### src/rtl/voice_allocator.sv
`default_nettype none
// ============================================================================
//  Module      : voice_allocator
//  Description : Polyphonic voice scheduler. Takes one decoded MIDI channel
//                message per cycle and maps NOTE_ON events onto NUM_VOICES
//                voice slots: retrigger a voice already holding the note, else
//                use the lowest free voice, else steal the oldest voice. It
//                drives per-voice gate, note, velocity and trigger.
//  Revision    : 1.0 - initial release
// ============================================================================
module voice_allocator #(
   parameter int NUM_VOICES = 4,
   parameter int CHANNEL    = 0,
   parameter int OMNI       = 0
) (
   input  logic                      clock_50_000_000,
   input  logic                      reset,
   input  logic                      message_valid,
   input  logic [3:0]                message_status,
   input  logic [3:0]                message_channel,
   input  logic [6:0]                message_data1,
   input  logic [6:0]                message_data2,
   output logic [NUM_VOICES-1:0]     voice_gate,
   output logic [NUM_VOICES-1:0]     voice_trigger,
   output logic [7*NUM_VOICES-1:0]   voice_note,
   output logic [7*NUM_VOICES-1:0]   voice_velocity,
   output logic                      voice_stolen,
   output logic [4:0]                active_count
);

   localparam int                 c_IDX_W         = $clog2(NUM_VOICES);
   localparam logic [3:0]         c_NOTE_ON       = 4'h9;
   localparam logic [3:0]         c_NOTE_OFF      = 4'h8;
   localparam logic [3:0]         c_CONTROL       = 4'hB;
   localparam logic [6:0]         c_ALL_NOTES_OFF = 7'd123;
   localparam logic [c_IDX_W-1:0] c_OLDEST        = c_IDX_W'(NUM_VOICES - 1);

   // Registered per-voice state and outputs
   logic [NUM_VOICES-1:0]              r_gate;
   logic [NUM_VOICES-1:0]              r_trigger;
   logic [NUM_VOICES-1:0][6:0]         r_note;
   logic [NUM_VOICES-1:0][6:0]         r_velocity;
   logic [NUM_VOICES-1:0][c_IDX_W-1:0] r_rank;
   logic                               r_stolen;
   logic [4:0]                         r_active_count;

   // Decoded message intent
   logic w_accept;
   logic w_note_on;
   logic w_note_off;
   logic w_all_off;

   // Victim search results
   logic               w_match_hit;
   logic [c_IDX_W-1:0] w_match_idx;
   logic               w_free_hit;
   logic [c_IDX_W-1:0] w_free_idx;
   logic [c_IDX_W-1:0] w_oldest_idx;
   logic [c_IDX_W-1:0] w_victim;
   logic               w_steal;

   // Next-state values
   logic [NUM_VOICES-1:0]              w_gate_next;
   logic [NUM_VOICES-1:0]              w_trigger_next;
   logic [NUM_VOICES-1:0][6:0]         w_note_next;
   logic [NUM_VOICES-1:0][6:0]         w_velocity_next;
   logic [NUM_VOICES-1:0][c_IDX_W-1:0] w_rank_next;
   logic                               w_stolen_next;
   logic [4:0]                         w_count_next;

   // Decode the incoming message; velocity-zero NOTE_ON is a NOTE_OFF
   always_comb begin
      w_accept   = message_valid &&
                   ((OMNI != 0) || (message_channel == 4'(CHANNEL)));
      w_note_on  = w_accept && (message_status == c_NOTE_ON) &&
                   (message_data2 != 7'd0);
      w_note_off = w_accept &&
                   ((message_status == c_NOTE_OFF) ||
                    ((message_status == c_NOTE_ON) && (message_data2 == 7'd0)));
      w_all_off  = w_accept && (message_status == c_CONTROL) &&
                   (message_data1 == c_ALL_NOTES_OFF);
   end

   // Victim search: held note first, then lowest free voice, then oldest voice
   always_comb begin
      w_match_hit  = 1'b0;
      w_match_idx  = '0;
      w_free_hit   = 1'b0;
      w_free_idx   = '0;
      w_oldest_idx = '0;
      for (int i = 0; i < NUM_VOICES; i++) begin
         // At most one gated voice can hold a given note.
         if (r_gate[i] && (r_note[i] == message_data1)) begin
            w_match_hit = 1'b1;
            w_match_idx = c_IDX_W'(i);
         end
         if (r_rank[i] == c_OLDEST) begin
            w_oldest_idx = c_IDX_W'(i);
         end
      end
      // Scan downward so the lowest free index is the last one written.
      for (int i = NUM_VOICES - 1; i >= 0; i--) begin
         if (!r_gate[i]) begin
            w_free_hit = 1'b1;
            w_free_idx = c_IDX_W'(i);
         end
      end
      w_steal = 1'b0;
      if (w_match_hit) begin
         w_victim = w_match_idx;
      end else if (w_free_hit) begin
         w_victim = w_free_idx;
      end else begin
         w_victim = w_oldest_idx;
         w_steal  = 1'b1;
      end
   end

   // Compute the next voice state for the accepted message
   always_comb begin
      w_gate_next     = r_gate;
      w_note_next     = r_note;
      w_velocity_next = r_velocity;
      w_rank_next     = r_rank;
      w_trigger_next  = '0;
      w_stolen_next   = 1'b0;
      if (w_note_on) begin
         w_stolen_next = w_steal;
         for (int i = 0; i < NUM_VOICES; i++) begin
            if (c_IDX_W'(i) == w_victim) begin
               w_gate_next[i]     = 1'b1;
               w_note_next[i]     = message_data1;
               w_velocity_next[i] = message_data2;
               w_trigger_next[i]  = 1'b1;
               w_rank_next[i]     = '0;
            end else if (r_rank[i] < r_rank[w_victim]) begin
               // Voices newer than the victim each age by one step.
               w_rank_next[i] = r_rank[i] + c_IDX_W'(1);
            end
         end
      end else if (w_note_off) begin
         // Note and velocity hold so the envelope can release.
         for (int i = 0; i < NUM_VOICES; i++) begin
            if (r_gate[i] && (r_note[i] == message_data1)) begin
               w_gate_next[i] = 1'b0;
            end
         end
      end else if (w_all_off) begin
         w_gate_next = '0;
      end
      w_count_next = '0;
      for (int i = 0; i < NUM_VOICES; i++) begin
         w_count_next = w_count_next + 5'(w_gate_next[i]);
      end
   end

   // Register voice state; reset restores the identity age ordering
   always_ff @(posedge clock_50_000_000) begin
      if (reset) begin
         r_gate         <= '0;
         r_trigger      <= '0;
         r_note         <= '0;
         r_velocity     <= '0;
         r_stolen       <= 1'b0;
         r_active_count <= '0;
         for (int i = 0; i < NUM_VOICES; i++) begin
            r_rank[i] <= c_IDX_W'(i);
         end
      end else begin
         r_gate         <= w_gate_next;
         r_trigger      <= w_trigger_next;
         r_note         <= w_note_next;
         r_velocity     <= w_velocity_next;
         r_rank         <= w_rank_next;
         r_stolen       <= w_stolen_next;
         r_active_count <= w_count_next;
      end
   end

   assign voice_gate     = r_gate;
   assign voice_trigger  = r_trigger;
   assign voice_note     = r_note;
   assign voice_velocity = r_velocity;
   assign voice_stolen   = r_stolen;
   assign active_count   = r_active_count;

endmodule
`default_nettype wire

### config.mk
export PLATFORM = sky130hd
export DESIGN_NAME = voice_allocator
export DESIGN_NICKNAME = d
export VERILOG_FILES = /design/src/rtl/voice_allocator.sv
export SDC_FILE = /design/constraint.sdc
export NUM_CORES = 1
export LEC_CHECK = 0
export BUFFER_PORTS_ARGS = -buffer_cell sky130_fd_sc_hd__buf_2
export CAP_MARGIN = 25
export CORE_UTILIZATION = 56
export CTS_BUF_LIST = sky130_fd_sc_hd__clkbuf_4
export DETAILED_ROUTE_END_ITERATION = 8
export GPL_TIMING_DRIVEN = 0
export MAX_ROUTING_LAYER = met4
export PLACE_DENSITY = 0.85
export RECOVER_POWER = 50
export SYNTH_ARGS = -nofsm -noshare
export SYNTH_HDL_FRONTEND = slang
export SYNTH_SLANG_ARGS = --single-unit
### constraint.sdc
create_clock -name clock_50_000_000 -period 7.5 [get_ports clock_50_000_000]
set_clock_uncertainty 0.1 [all_clocks]
set_input_delay 0.75 -clock clock_50_000_000 [delete_from_list [all_inputs] [get_ports clock_50_000_000]]
set_output_delay 0.75 -clock clock_50_000_000 [all_outputs]
set_load 0.01 [all_outputs]
==> impl_results.md <==
* Outcome: finished, violations left
* Failing checks: DRC
* Via count at 3,184
* Area of the die at 7140 µm²
* Routed Wire Length at 9130 µm
* Crit path max-delay family: adder cells
* Final worst slack at 3.61 ns
* # Max-Cap Violations at 0
* Die H at 84.5 µm
* Critical Path AT at 4.11 ns
* Most used DFF post-synth: dfxtp_1
* Area of the multi-input gates at 2110 µm²
* Worst Hold Class: reg2reg
* Hold EP: voice_velocity[14]
* Async set or reset register ratio after synthesis at 0
* Pre-antenna DRT Iters at 7
* Pin count of the biggest net entering global routing at 15
* Post-CTS Setup Inserts at 0
* Reg area at 1520 µm²
* DR iter-0 viols at 252
* Peak VDD IR at 0.180 mV
* # clock sinks at 76
* RSZ-0062 raised after global routing: no
* Worst path cell trace: ha_1 > nand2b_1 > o31ai_1 > o311ai_4 > nor3_4 > buf_4 > a21oi_1 > fa_1 > inv_1 > ha_1 > ha_1 > nor2b_1
* Most frequent CP cell: ha_1
* Avg Cell Area, Syn at 9.90 µm²
* TritonCTS buffer count at 9
* Die width at 84.5 µm
* Seq/Total Area, Yosys at 0.399
* EDFF count, synth at 0
* Setup_tns at 0 ns
* Min-Delay Path Depth at 2
* All-layer global routing usage at 0.265
* Pwr/cell area at 173 nW/µm²
* Critical path class: reg2reg
* Vias per Instance at 5.65
* Peak Freq at 0.257 GHz
* Synth unique cells at 65
* Max clock buf depth at 2
* Clk slew on worst S/H paths at 0.13 ns
* # hold bufs at CTS at 0
* PortBufs at 85
* CTS tree: built
* Worst slack, placed at 3.33 ns
* Slew Limit Headroom at 0.524
* Detail Route Antenna Nets at 0
* Dpl hpwl at 6680 µm
* Max FO, Critical Path at 10
* First-pass GRT wire length at 14,300 µm
* Final core utilization at 0.688
* Worst r2r src: r_rank[6]
* Flop and latch count out of synthesis at 76
* Max-slew violations at 0
* Syn Inst Count at 385
* Final hold vios at 0
* Fin crit period at 3.89 ns
* Synthesized area at 3810 µm²
* Final Cycle Share at 0.519
* Grt total ovfl at 0
* Lkg Pwr at 1.90 nW
* Number of global-route vias before repair at 2,946
* Crit path depth at 12
* Hold_sp: voice_velocity[14]
* Htree depth at 3
* Clk Latency, worst-skew pair at 0.43 ns
* Placed instance count at 548
* Reg2reg end: active_count[1]
* Startpoint Class: register
* Cells on worst reg2reg path at 12
* Initial core utilization at 0.590
* Gpl congestion at 0.931
* Fill cells at 499
* Slowest CP cell: o31ai_1
* CP bufs+invs at 2
* Area growth syn-to-layout at 16.5%
* Final setup fails at 0
* Critical Path End Type: register
* Nets at 513
* Ports at 95
* Per-cell routed wire length at 16.2 µm
* Drc violations at 3
* Antenna diode count at 0
* Site Rows at 29
* Ratio of cells with drive above 1 in the final layout at 0.164
* Critical Path Max Stage Delay at 0.55 ns
* Initial antenna violation count at 0
* PostCTS Resize Cnt at 0
* R2R Setup Slk at 3.61 ns
* Final Non-Filler Cells at 564
* Worst path required time at 7.72 ns
* Area of the core at 6460 µm²
* Number of synthesis warnings at 0
* Clk root buf: clkbuf_4
* Worst slew pin tran at 0.714 ns
-- through the flow --
step	cell area, µm²	power [mW]	hold WS [ns]
2_1_floorplan	3820	0.439	0.372
3_3_place_gp	4340	0.451	0.371
3_5_place_dp	4340	0.452	0.382
4_1_cts	4530	0.774	0.415
5_1_grt	4440	0.793	0.441
6_report	4440	0.769	0.413
-- power breakdown --
| part | switching (mW) | leakage, nW | total, mW | internal, mW |
|---|---|---|---|---|
| Sequential | 0.0000848 | 0.612 | 0.404 | 0.404 |
| Combinational | 0.0248 | 1.19 | 0.0398 | 0.0150 |
| Clock | 0.154 | 0.0984 | 0.325 | 0.171 |
-- Yosys cell counts (2+ instances only) --
cell      instances  area share
nand2b_1          4      0.0066
o41ai_2           3       0.013
o31ai_1           3      0.0059
xor2_1           10       0.023
xor2_2            4       0.017
nand4_2           2      0.0066
nor2b_1           4      0.0066
o221ai_2          2      0.0079
clkbuf_1          8      0.0079
o211ai_2          2      0.0066
o21a_1            3      0.0059
mux2i_1          56        0.15
nand3_1           5      0.0066
o211ai_1          2      0.0039
and2_4            2      0.0046
nor3_1            9       0.012
nand2_1          16       0.016
nor4_1            4      0.0066
nand3_2           3      0.0079
ha_1              5       0.016
inv_1             9      0.0089
or4_1             2      0.0039
xnor2_1          14       0.032
nor2_1           67       0.066
a31oi_1           2      0.0033
maj3_2            3      0.0089
nand4_1           4      0.0066
buf_2             3      0.0039
dfxtp_1          76        0.40
o21ai_0           5      0.0066
and3_1            3      0.0049
a21oi_1           7      0.0092
buf_4             8       0.016
buf_6             4       0.012
-- sequential cells by signal, indices dropped and copies added (netlist names) --
register / flops
voice_velocity: 28
voice_gate: 4
voice_trigger: 4
r_rank: 8
voice_stolen: 1
voice_note: 28
active_count: 3
-- routing by layer --
| metal | up-vias | global-route usage | wire length [µm] |
|---|---|---|---|
| met5 | - | - | 0 |
| met4 | 0 | 0.0878 | 137 |
| met3 | 12 | 0.0580 | 564 |
| met2 | 114 | 0.438 | 4470 |
| met1 | 1519 | 0.321 | 3960 |
| li1 | 1539 | - | - |
-- cell type report --
class,instances,share of cell area
clock inverters,7,0.0276
multi-input cells,277,0.474
repair buffers,85,0.0764
flip-flops and latches,76,0.343
well taps,77,0.0217
clock buffers,9,0.0152
plain buffers,23,0.0335
inverters,10,0.00845
-- how the worst max path moves through the flow --
stage,from,end
floorplan,message_data1[1],active_count[1]
global placement,message_data1[6],active_count[1]
detailed placement,message_channel[1],active_count[1]
CTS,r_rank[6],active_count[1]
global route,r_rank[6],active_count[1]
finish,r_rank[6],active_count[1]
-- worst register-to-register path: stages, from the launching register on --
cell	delay, ns
dfxtp_1	0.42
ha_1	0.24
nand2b_1	0.16
o31ai_1	0.55
o311ai_4	0.28
nor3_4	0.47
buf_4	0.32
a21oi_1	0.12
fa_1	0.52
inv_1	0.04
ha_1	0.17
ha_1	0.27
nor2b_1	0.13
-- cells in the final DEF, fill, tap and decap left out, drive strengths merged, types with 5 or more instances in the layout --
| master | n |
|---|---|
| ha | 5 |
| nor2 | 68 |
| nor4 | 6 |
| nor3 | 10 |
| xor2 | 14 |
| clkbuf | 87 |
| xnor2 | 14 |
| nand3 | 8 |
| nand2 | 17 |
| inv | 12 |
| dfxtp | 76 |
| buf | 30 |
| a21oi | 7 |
| mux2i | 56 |
| o21ai | 7 |
| nand4 | 6 |
-- cells by family (layout without fill, tap and decap cells) --
family | Yosys count | after routing | share of synthesized area
AO/OA/AOI/OAI | 46 | 46 | 0.116
XOR/XNOR | 28 | 28 | 0.0722
adder cells (fa/ha/maj) | 9 | 9 | 0.0305
buffers and inverters | 33 | 134 | 0.0492
flip-flops | 76 | 76 | 0.399
multiplexers | 56 | 56 | 0.147
other | 1 | 2 | 0.000984
AND/OR/NAND/NOR | 136 | 136 | 0.185
(Power assumes the default switching activity.)
